### src/rtl/apb_pkg.sv
// Shared definitions for the APB requester: FSM state encoding, default bus
// widths and the wait-counter sizing helper.
package apb_pkg;

   localparam int APB_ADDR_W = 32;
   localparam int APB_DATA_W = 32;

   typedef enum logic [1:0] {
      IDLE   = 2'd0,
      SETUP  = 2'd1,
      ACCESS = 2'd2
   } apb_state_e;

   // Counter must hold 0..limit; a disabled limit still gets a 1-bit counter.
   function automatic int cnt_width(input int limit);
      return (limit < 1) ? 1 : $clog2(limit + 1);
   endfunction

endpackage

### src/rtl/apb_master_ctrl_if.sv
// APB bus bundle between the requester (master) and a completer (slave).
interface apb_master_ctrl_if
   import apb_pkg::*;
#(
   parameter int ADDR_WIDTH = APB_ADDR_W,
   parameter int DATA_WIDTH = APB_DATA_W
);

   logic                  psel;
   logic                  penable;
   logic                  pwrite;
   logic [ADDR_WIDTH-1:0] paddr;
   logic [DATA_WIDTH-1:0] pwdata;
   logic [DATA_WIDTH-1:0] prdata;
   logic                  pready;
   logic                  pslverr;

   modport master (
      output psel, penable, pwrite, paddr, pwdata,
      input  prdata, pready, pslverr
   );

   modport slave (
      input  psel, penable, pwrite, paddr, pwdata,
      output prdata, pready, pslverr
   );

endinterface

### src/rtl/apb_wait_timer.sv
// Counts ACCESS cycles spent waiting for pready and flags the cycle in which
// the wait limit would be reached without the completer responding.
module apb_wait_timer
   import apb_pkg::*;
#(
   parameter int TIMEOUT_CYCLES = 16
) (
   input  logic clk,
   input  logic rst_n,
   input  logic clear,
   input  logic tick,
   output logic expire
);

   localparam int CNT_W = cnt_width(TIMEOUT_CYCLES);
   localparam int LIMIT = (TIMEOUT_CYCLES > 0) ? TIMEOUT_CYCLES - 1 : 0;

   logic [CNT_W-1:0] cnt;

   always_ff @(posedge clk or negedge rst_n) begin
      if (!rst_n) begin
         cnt <= '0;
      end else if (clear) begin
         cnt <= '0;
      end else if (tick && (cnt != {CNT_W{1'b1}})) begin
         cnt <= cnt + 1'b1;
      end
   end

   // This tick is the one that brings the count up to the limit.
   assign expire = (TIMEOUT_CYCLES > 0) && tick && (cnt == CNT_W'(LIMIT));

endmodule

### src/rtl/apb_master_ctrl.sv
// APB requester: accepts one command at a time, runs SETUP/ACCESS on the bus,
// and returns a single-cycle completion with read data, error and timeout.
module apb_master_ctrl
   import apb_pkg::*;
#(
   parameter int ADDR_WIDTH     = APB_ADDR_W,
   parameter int DATA_WIDTH     = APB_DATA_W,
   parameter int TIMEOUT_CYCLES = 16
) (
   input  logic                  clk,
   input  logic                  rst_n,
   input  logic                  cmd_valid,
   output logic                  cmd_ready,
   input  logic                  cmd_write,
   input  logic [ADDR_WIDTH-1:0] cmd_addr,
   input  logic [DATA_WIDTH-1:0] cmd_wdata,
   output logic                  rsp_valid,
   output logic [DATA_WIDTH-1:0] rsp_rdata,
   output logic                  rsp_err,
   output logic                  rsp_timeout,
   apb_master_ctrl_if.master     apb
);

   apb_state_e state, state_nxt;

   logic                  accept;
   logic                  done_ok;
   logic                  done_to;
   logic                  wait_tick;
   logic                  wait_clear;
   logic                  wait_expire;

   logic                  write_q;
   logic [ADDR_WIDTH-1:0] addr_q;
   logic [DATA_WIDTH-1:0] wdata_q;

   always_ff @(posedge clk or negedge rst_n) begin
      if (!rst_n) begin
         state <= IDLE;
      end else begin
         state <= state_nxt;
      end
   end

   always_comb begin
      state_nxt = state;
      accept    = 1'b0;
      done_ok   = 1'b0;
      done_to   = 1'b0;
      case (state)
         IDLE: begin
            if (cmd_valid) begin
               accept    = 1'b1;
               state_nxt = SETUP;
            end
         end
         SETUP: begin
            state_nxt = ACCESS;
         end
         ACCESS: begin
            // A ready completer wins over a limit reached in the same cycle.
            if (apb.pready) begin
               done_ok   = 1'b1;
               state_nxt = IDLE;
            end else if (wait_expire) begin
               done_to   = 1'b1;
               state_nxt = IDLE;
            end
         end
         default: begin
            state_nxt = IDLE;
         end
      endcase
   end

   assign cmd_ready   = (state == IDLE);
   assign apb.psel    = (state != IDLE);
   assign apb.penable = (state == ACCESS);
   assign apb.pwrite  = write_q;
   assign apb.paddr   = addr_q;
   assign apb.pwdata  = wdata_q;

   assign wait_clear = (state == SETUP);
   assign wait_tick  = (state == ACCESS) && !apb.pready;

   apb_wait_timer #(
      .TIMEOUT_CYCLES (TIMEOUT_CYCLES)
   ) u_wait_timer (
      .clk    (clk),
      .rst_n  (rst_n),
      .clear  (wait_clear),
      .tick   (wait_tick),
      .expire (wait_expire)
   );

   // Request is captured once at accept and held for the whole transfer.
   always_ff @(posedge clk or negedge rst_n) begin
      if (!rst_n) begin
         write_q <= 1'b0;
         addr_q  <= '0;
         wdata_q <= '0;
      end else if (accept) begin
         write_q <= cmd_write;
         addr_q  <= cmd_addr;
         wdata_q <= cmd_write ? cmd_wdata : '0;
      end
   end

   always_ff @(posedge clk or negedge rst_n) begin
      if (!rst_n) begin
         rsp_valid   <= 1'b0;
         rsp_rdata   <= '0;
         rsp_err     <= 1'b0;
         rsp_timeout <= 1'b0;
      end else begin
         rsp_valid <= done_ok || done_to;
         if (done_ok) begin
            rsp_rdata   <= write_q ? '0 : apb.prdata;
            rsp_err     <= apb.pslverr;
            rsp_timeout <= 1'b0;
         end else if (done_to) begin
            rsp_rdata   <= '0;
            rsp_err     <= 1'b1;
            rsp_timeout <= 1'b1;
         end
      end
   end

endmodule
### src/flat_wrapper.sv
// flat-port wrapper written by rule: the top's interface ports become plain ports
module apb_master_ctrl_flat import apb_pkg::*;
#(
   parameter int ADDR_WIDTH     = APB_ADDR_W,
   parameter int DATA_WIDTH     = APB_DATA_W,
   parameter int TIMEOUT_CYCLES = 16
)
  (clk, rst_n, cmd_valid, cmd_ready, cmd_write, cmd_addr, cmd_wdata, rsp_valid, rsp_rdata, rsp_err, rsp_timeout, apb_psel, apb_penable, apb_pwrite, apb_paddr, apb_pwdata, apb_prdata, apb_pready, apb_pslverr);
  apb_master_ctrl_if #(.ADDR_WIDTH(ADDR_WIDTH), .DATA_WIDTH(DATA_WIDTH)) apb_i ();
  input  logic clk;
  input  logic rst_n;
  input  logic cmd_valid;
  output logic cmd_ready;
  input  logic cmd_write;
  input  logic [ADDR_WIDTH-1:0] cmd_addr;
  input  logic [DATA_WIDTH-1:0] cmd_wdata;
  output logic rsp_valid;
  output logic [DATA_WIDTH-1:0] rsp_rdata;
  output logic rsp_err;
  output logic rsp_timeout;
  output wire logic [$bits(apb_i.psel)-1:0] apb_psel;
  output wire logic [$bits(apb_i.penable)-1:0] apb_penable;
  output wire logic [$bits(apb_i.pwrite)-1:0] apb_pwrite;
  output wire logic [$bits(apb_i.paddr)-1:0] apb_paddr;
  output wire logic [$bits(apb_i.pwdata)-1:0] apb_pwdata;
  input wire logic [$bits(apb_i.prdata)-1:0] apb_prdata;
  input wire logic [$bits(apb_i.pready)-1:0] apb_pready;
  input wire logic [$bits(apb_i.pslverr)-1:0] apb_pslverr;
  assign apb_psel = apb_i.psel;
  assign apb_penable = apb_i.penable;
  assign apb_pwrite = apb_i.pwrite;
  assign apb_paddr = apb_i.paddr;
  assign apb_pwdata = apb_i.pwdata;
  assign apb_i.prdata = apb_prdata;
  assign apb_i.pready = apb_pready;
  assign apb_i.pslverr = apb_pslverr;
  apb_master_ctrl #(.ADDR_WIDTH(ADDR_WIDTH), .DATA_WIDTH(DATA_WIDTH), .TIMEOUT_CYCLES(TIMEOUT_CYCLES)) u_core (.clk(clk), .rst_n(rst_n), .cmd_valid(cmd_valid), .cmd_ready(cmd_ready), .cmd_write(cmd_write), .cmd_addr(cmd_addr), .cmd_wdata(cmd_wdata), .rsp_valid(rsp_valid), .rsp_rdata(rsp_rdata), .rsp_err(rsp_err), .rsp_timeout(rsp_timeout), .apb(apb_i));
endmodule
### config.mk
export PLATFORM = sky130hd
export DESIGN_NAME = apb_master_ctrl_flat
export DESIGN_NICKNAME = d
export VERILOG_FILES = /design/src/rtl/apb_pkg.sv /design/src/rtl/apb_master_ctrl_if.sv /design/src/rtl/apb_wait_timer.sv /design/src/rtl/apb_master_ctrl.sv /design/src/flat_wrapper.sv
export SDC_FILE = /design/constraint.sdc
export NUM_CORES = 1
export LEC_CHECK = 0
export ABC_CLOCK_PERIOD_IN_PS = 2400
export CAP_MARGIN = 20
export CORE_MARGIN = 2
export CORE_UTILIZATION = 30
export DETAILED_ROUTE_END_ITERATION = 8
export DONT_BUFFER_PORTS = 1
export PLACE_DENSITY = 0.54
export SLEW_MARGIN = 25
export SYNTH_ARGS = -nofsm -noshare
export SYNTH_HDL_FRONTEND = slang
export SYNTH_SLANG_ARGS = --single-unit
### constraint.sdc
create_clock -name clk -period 2.4 [get_ports clk]
set_input_delay 0.36 -clock clk [delete_from_list [all_inputs] [get_ports clk]]
set_output_delay 0.36 -clock clk [all_outputs]
set_load 0.02 [all_outputs]
### Word level (Yosys, flattened, before mapping)

Cells that the tools add are included.

* bits in registers: 107
* input port bits: 102
* output and inout port bits: 103
* word-level logic and storage cells: 46

* add/subtract/negate cells: 1
* equality and inequality tests: 6
* multiplexer cells: 20
* reductions and logical operators: 10

Operators by type and width (count)
* 32-bit two-way mux: 4
* 1-bit two-way mux: 10
* 5-bit two-way mux: 2
* 2-bit two-way mux: 3
* 2-bit case mux with 3 select lines: 1
* 2-bit nonzero test: 3
* 5-bit by 1-bit adder with 5-bit output, second input constant: 1
* 5-bit by 4-bit == test with 1-bit output, second input constant: 1
* 5-bit inequality test, second input constant: 1
* 1-bit logical AND: 3
* 3-bit by 1-bit inequality test with 1-bit output, second input constant: 1
* 2-bit by 1-bit == test with 1-bit output, second input constant: 1
* 2-bit == test, second input constant: 1
* 2-bit zero test: 1
* 2-bit inequality test, second input constant: 1
* 2-bit AND reduction: 1
* 1-bit zero test: 1
* 1-bit logical OR: 1

### Longest topological paths before layout

Gate-level depths: netlist of run 1.

* depth after elaboration: 8
* depth in mapped cells: 6
* mapped depth without buffers: 6

### By module

A second synthesis of run 1 with hierarchy kept.

* cell total of the unflattened synthesis: 325
* area total of the unflattened synthesis: 4230.3 µm²

By module, submodules not included
* apb_master_ctrl: instances 1, cells each 300, area an instance 3950.0 µm², seq. area each 2552.4 µm²
* apb_wait_timer: instances 1, cells each 25, area an instance 280.3 µm², seq. area each 125.1 µm²

### Worst setup path before layout of run 1

Ideal clock, no wire load.

* path kind: register to register
* from: reg u_core.u_wait_timer.cnt[0]
* to: reg u_core.u_wait_timer.cnt[2]
* setup time: 0.146 ns
* data arrival time: 1.747 ns
* data required time: 2.254 ns
* setup slack: 0.507 ns
* cell stages (with the launch flop): 7
* path buffers: 0
* clock period less this slack: 1.893 ns
* path through: dfrtp_1 > ha_1 > and3_1 > ha_1 > or3b_2 > o211ai_1 > o311ai_0

* longest elaborated chain between the ends: 3
* elaborated cells between the ends (all ways): 6
* those cells by class: 1 x add/sub; 1 x eq/ne; 2 x mux; 2 x reduce/logical

RTL lines
* start, declared: RTL line apb_wait_timer.sv:18 `logic [CNT_W-1:0] cnt;`
* start signal, assigned: RTL line apb_wait_timer.sv:26 `cnt <= cnt + 1'b1;`
* 5-bit by 1-bit adder with 5-bit output or 5-bit inequality test (tied branches): RTL line apb_wait_timer.sv:26, apb_wait_timer.sv:25
* 5-bit two-way mux or 1-bit logical AND (tied branches): RTL line apb_wait_timer.sv:25 `end else if (tick && (cnt != {CNT_W{1'b1}})) begin`
* 5-bit two-way mux or 2-bit nonzero test (tied branches)

Several ways; a longest one is shown, not always the timed one. The select of a mux whose other input is x is not followed.
A chain may end at the register's enable or synchronous reset.

### Final worst setup path of run 1

Same ends and word-level chain as after synthesis.

==> results.toml, run 1 <==
[status]
run_status = "finished with violations"
failed_checks = "negative hold slack"

[yosys]
mappedNetlistArea_um2 = 4300
yosys-top-cells-count = "107 x dfrtp_1, 72 x nand2_1, 36 x o21ai_0"
postSynthCellCount = 339
post_synth.cell_area_avg_um2 = 12.7
number_of_flops_mapped_to_enable_cells_by_yosys = 0
synth_top_area_cell = "dfrtp_1"
synth.lib_cells_used.distinct = 31
count_of_state_elements_after_synthesis = 107
yosysWarningCount = 0
synth_async_sr_flop_share_pct = 100
synth_top_area_share_pct = 62.2
synth_ff_type = "dfrtp_1"
synthTopCellsByArea = "dfrtp_1 62%, mux2_4 12%, a22o_1 6.5%, nand2_1 6.3%, o21ai_0 4.2%"
synth_most_common_cell = "dfrtp_1"
syn-num-nets = 444
ys_seq_area_share_pct = 62.2

[detailed_routing]
avgViaCountPerCell = 4.82
detail_route.first_pass.iterations = 4
post_drt_wl_per_cell_um = 18.1
vias = 2483
final_antenna_net_count = 0
iteration_0_drc_markers = 76
post-route-drc-count = 0
wl_um = 9310

[sta]
fin_crit_sh_pct = 85.0
setup-violations-final = 0
rsz_0062_raised_after_global_routing = "no"
finalSetupTns_ns = 0
worst_slew_pin_slew_ns = 0.581
finalClockSkew_ns = 0.0106
slew_headroom_pct = 61.2
final.setup.worst_slack_ns = 0.360
finalHoldViolations = 107
fin_crit_ns = 2.04
whs_ns = -0.302
fmaxAchievable_mhz = 490
final-max-slew-violation-count = 0

[cells_and_area]
fill_cells = 1389
area_growth_syn_to_layout_pct = 10.4
final_nets = 435
antenna_cells = 0
final_layout_size_suffix_gt1_share_pct = 17.3

[cts]
h_tree_lvls = 3
clk-insertion-delay-late_ns = 0.35
cts_buffers = 9
postCtsResizedCells = 0
post-cts-setup-buffer-count = 0
clockRootBuffer = "clkbuf_16"
cts.reportedPaths.clkPinSlew_ns = 0.08
clockBufferDepth = 2
cts_tree = "done"
cts_sinks = 107

[setup_path]
largest_delay_contributor_family_on_the_critical_path = "simple AND/OR/NAND/NOR gates"
cpMaxStageDelayCell = "or3b_2"
worst_r2r_path_depth = 6
path_cells = "ha_1 -> and3_1 -> ha_1 -> or3b_2 -> o211ai_1 -> o311ai_0"
critical_path_buf_inv_count = 0
max_stage_delay_ns = 0.47
data_required_time_at_the_worst_endpoint_ns = 2.61
regToRegStartpoint = "u_core.u_wait_timer.cnt[0]"
critical_path_end_type = "flop"
critPathLaunchType = "flop"
reg2reg_end = "u_core.u_wait_timer.cnt[2]"
critPathMostFrequentCell = "ha_1"
worst-endpoint-arrival_ns = 2.25
launching_element_of_the_worst_setup_path = "u_core.u_wait_timer.cnt[0]"
crit_path_max_fanout = 6
ff2ff_setup_slack_ns = 0.36
critical_path_class = "flop to flop"

[power]
power-per-cell-area_nw_per_um2 = 1450
ir_drop_uv = 500
cellLeakagePower_nw = 2.23

[grt]
globalRouteTotalUtil_pct = 11.7
global_route.overflow_total = 0
first_global_vias = 2549
grt_start_max_net_pins = 108
grt_first_pass_wirelength_um = 13400
grt_antenna_before_repair = 0

[floorplan]
fp.dieH_um = 124
area_of_the_die_um2 = 15300
die_span_in_x_um = 124
effective_utilization_at_floorplan_pct = 30.9
num_rows = 43
io-pin-count = 205
core_area_um2 = 13900

[job]
cap_violations = 0

[min_path]
worst_hold_path_type = "input port to asynchronous set/reset pin"

[placement]
place_hpwl_um = 6410
dpl_worst_slack_ns = 0.403
routabilityCongestion = 0.754
portBuffers = 0
[routing by layer]
metal	global-route usage (%)	vias to the layer above	share of wire (%)
li1	-	1149	-
met1	13.9	1166	40
met3	6.36	13	14
met5	0	-	0
met4	4.33	0	1.4
met2	17.9	155	45
[through the flow]
stage	cells	utilization (%)	hold slack, ns	power, W	instance area [um^2]
2_1_floorplan	339	-	0.0644	0.00510	4300
3_3_place_gp	499	31.9	0.0673	0.00538	4440
3_5_place_dp	499	31.9	0.0670	0.00544	4440
4_1_cts	515	34.1	-0.323	0.00701	4750
5_1_grt	515	34.1	-0.329	0.00733	4750
6_report	515	34.1	-0.302	0.00690	4750
[power by group]
group | internal [W] | switching, W
logic | 0.000785 | 0.000551
clock network | 0.000828 | 0.000692
registers | 0.00253 | 0.00151
total | 0.00415 | 0.00276
[logic make-up after synthesis]
logic type,share of synthesized area (%)
and+or+nand+nor,8.72
buffers and inverters,3.98
DFF,62.2
muxes,12.0
adders and majority gates,0.872
AOI/OAI and AO/OA,12.2
[layout by cell type, fill, tap and decap left out, drive strengths merged, types with 2 or more instances in the layout]
cell type  netlist  routed
dfrtp          107     107
buf             15       4
a21oi            2       2
o21ai           37      37
nor2             3       3
ha               3       3
nand2           72      72
or3b             2       2
a22o            32      32
clkbuf           9       9
nor3             2       2
mux2i            2       2
mux2            33      33
clkinv           0       2
o211ai           2       2
inv              6       9
[worst max-delay path by stage]
stage                                      end  cells past startpoint  slack, ns
floorplan           u_core.u_wait_timer.cnt[2]                      6       0.51
global placement    u_core.u_wait_timer.cnt[2]                      6       0.40
detailed placement  u_core.u_wait_timer.cnt[2]                      6       0.40
CTS                                   apb_psel                      2       0.36
global route        u_core.u_wait_timer.cnt[2]                      5       0.26
finish              u_core.u_wait_timer.cnt[2]                      6       0.36
[registers in the layout (all words and copies together) (netlist names)]
| register | flops |
|---|---|
| u_core.state | 2 |
| u_core.rsp_err | 1 |
| u_core.u_wait_timer.cnt | 5 |
| u_core.apb.pwrite | 1 |
| u_core.rsp_valid | 1 |
| u_core.rsp_timeout | 1 |
| u_core.rsp_rdata | 32 |
| u_core.apb.paddr | 32 |
| u_core.apb.pwdata | 32 |
[area by class of cell]
| class | count | area (um^2) | area share [%] |
|---|---|---|---|
| Sequential cell | 107 | 2680 | 56.3 |
| Clock buffer | 9 | 225 | 4.74 |
| Tap cell | 180 | 225 | 4.74 |
| Multi-Input combinational cell | 202 | 1460 | 30.8 |
| Inverter | 6 | 22.5 | 0.474 |
| Timing Repair Buffer | 4 | 55.1 | 1.16 |
| Clock inverter | 7 | 83.8 | 1.76 |
No activity file was read; power rests on OpenSTA's default activity.
==> run 2: changes to the inputs <==
--- a/config.mk
+++ b/config.mk
@@ -9,9 +9,10 @@
 export CAP_MARGIN = 20
 export CORE_MARGIN = 2
 export CORE_UTILIZATION = 30
+export CTS_CLUSTER_DIAMETER = 60
 export DETAILED_ROUTE_END_ITERATION = 8
 export DONT_BUFFER_PORTS = 1
-export PLACE_DENSITY = 0.54
+export PLACE_DENSITY_LB_ADDON = 0.2
 export SLEW_MARGIN = 25
 export SYNTH_ARGS = -nofsm -noshare
 export SYNTH_HDL_FRONTEND = slang
==> results.toml, run 2 (same netlist as run 1, synthesis figures left out) <==
[cts]
cts_buffers = 9
cts_tree = "done"
post-cts-setup-buffer-count = 0
clockBufferDepth = 2
h_tree_lvls = 3
cts_sinks = 107
clockRootBuffer = "clkbuf_16"
clk-insertion-delay-late_ns = 0.34
cts.reportedPaths.clkPinSlew_ns = 0.07
postCtsResizedCells = 0

[floorplan]
fp.dieH_um = 124
area_of_the_die_um2 = 15300
num_rows = 43
core_area_um2 = 13900
effective_utilization_at_floorplan_pct = 30.9
io-pin-count = 205
die_span_in_x_um = 124

[setup_path]
crit_path_max_fanout = 6
critical_path_end_type = "flop"
worst-endpoint-arrival_ns = 2.20
data_required_time_at_the_worst_endpoint_ns = 2.61
regToRegStartpoint = "u_core.u_wait_timer.cnt[0]"
critical_path_class = "flop to flop"
critPathLaunchType = "flop"
launching_element_of_the_worst_setup_path = "u_core.u_wait_timer.cnt[0]"

[grt]
grt_first_pass_wirelength_um = 13400
grt_antenna_before_repair = 1
first_global_vias = 2512
globalRouteTotalUtil_pct = 11.7
grt_met2_usage_pct = 17.8
met3_usage_pct = 4.90
grt_most_used_layer = "met2"
grt_start_max_net_pins = 108
grtUsageMet1_pct = 14.1
global_route.overflow_total = 0

[sta]
setup-violations-final = 0
whs_ns = -0.295
finalSetupTns_ns = 0
worst_slew_pin_slew_ns = 0.611
fin_crit_sh_pct = 83.2
fmaxAchievable_mhz = 501
slew_headroom_pct = 59.3
finalHoldViolations = 107
fin_crit_ns = 2.00
rsz_0062_raised_after_global_routing = "no"
final-max-slew-violation-count = 0
finalClockSkew_ns = 0.00460

[detailed_routing]
detail_route.first_pass.iterations = 4
avgViaCountPerCell = 4.89
wl_um = 9310
vias = 2538
final_antenna_net_count = 0
iteration_0_drc_markers = 91
post_drt_wl_per_cell_um = 17.9
post-route-drc-count = 0

[job]
cap_violations = 0

[placement]
place_hpwl_um = 6320
dp.cells = 502
portBuffers = 0
routabilityCongestion = 0.764

[status]
failed_checks = "negative hold slack"
run_status = "finished with violations"

[cells_and_area]
layout.cells.most_common = "dfrtp_1"
final_nets = 438
area_growth_syn_to_layout_pct = 10.3
final_layout_size_suffix_gt1_share_pct = 17.8
fin_cells = 519
most-common-layout-cells = "107 x dfrtp_1, 72 x nand2_1, 36 x o21ai_0"

[power]
power-per-cell-area_nw_per_um2 = 1450
ir_drop_uv = 474
cellLeakagePower_nw = 2.22

[min_path]
worst_hold_path_type = "input port to asynchronous set/reset pin"
==> run 2: per-layer routing <==
metal,wire [um],vias to the layer above,part of all wire (%)
met2,4370,126,47
met1,3780,1241,41
li1,-,1161,-
met5,0,-,0
met3,991,10,11
met4,162,0,1.7
==> run 2: through the flow <==
step | cell area [um^2] | worst slack (ns) | utilization (%) | power, W
after CTS | 4750 | 0.396 | 34.1 | 0.00700
after global placement | 4440 | 0.416 | 31.9 | 0.00540
after global routing | 4750 | 0.290 | 34.1 | 0.00731
after detailed placement | 4440 | 0.386 | 31.9 | 0.00545
after floorplan | 4300 | 0.507 | - | 0.00510
final | 4750 | 0.402 | 34.1 | 0.00689
==> run 2: cell type report <==
cell class / instances / area, um^2
antenna: 1 / 2.50
clock buffer: 11 / 243
clock inverter: 5 / 61.3
fill: 1369 / 9190
inverter: 6 / 22.5
multi-input combinational: 202 / 1460
sequential: 107 / 2680
tap: 180 / 225
timing repair buffer: 7 / 52.6
==> run 2: worst paths after layout <==
| check | endpoint | slack [ns] | depth (start not counted) |
|---|---|---|---|
| setup / recovery | u_core.u_wait_timer.cnt[2] | 0.40 | 6 |
| hold / removal | u_core.apb.pwdata[0] | -0.29 | 0 |
| setup reg to reg | u_core.u_wait_timer.cnt[2] | 0.40 | 6 |
| hold reg to reg | u_core.u_wait_timer.cnt[4] | 0.56 | 2 |
| max in group asynchronous | u_core.u_wait_timer.cnt[0] | 2.58 | 0 |
| min in group clk | u_core.rsp_timeout | 0.11 | 1 |
==> run 2: where the power goes <==
part | switching [W] | internal, W
Clock | 0.000660 | 0.000842
Combinational | 0.000575 | 0.000790
Sequential | 0.00149 | 0.00253
Total | 0.00273 | 0.00417
==> run 2: critical path, stage by stage (launching register included) <==
cell and delay (ns):
dfrtp_1 0.43, ha_1 0.23, and3_1 0.20, ha_1 0.24, or3b_2 0.47, o211ai_1 0.15
o311ai_0 0.14
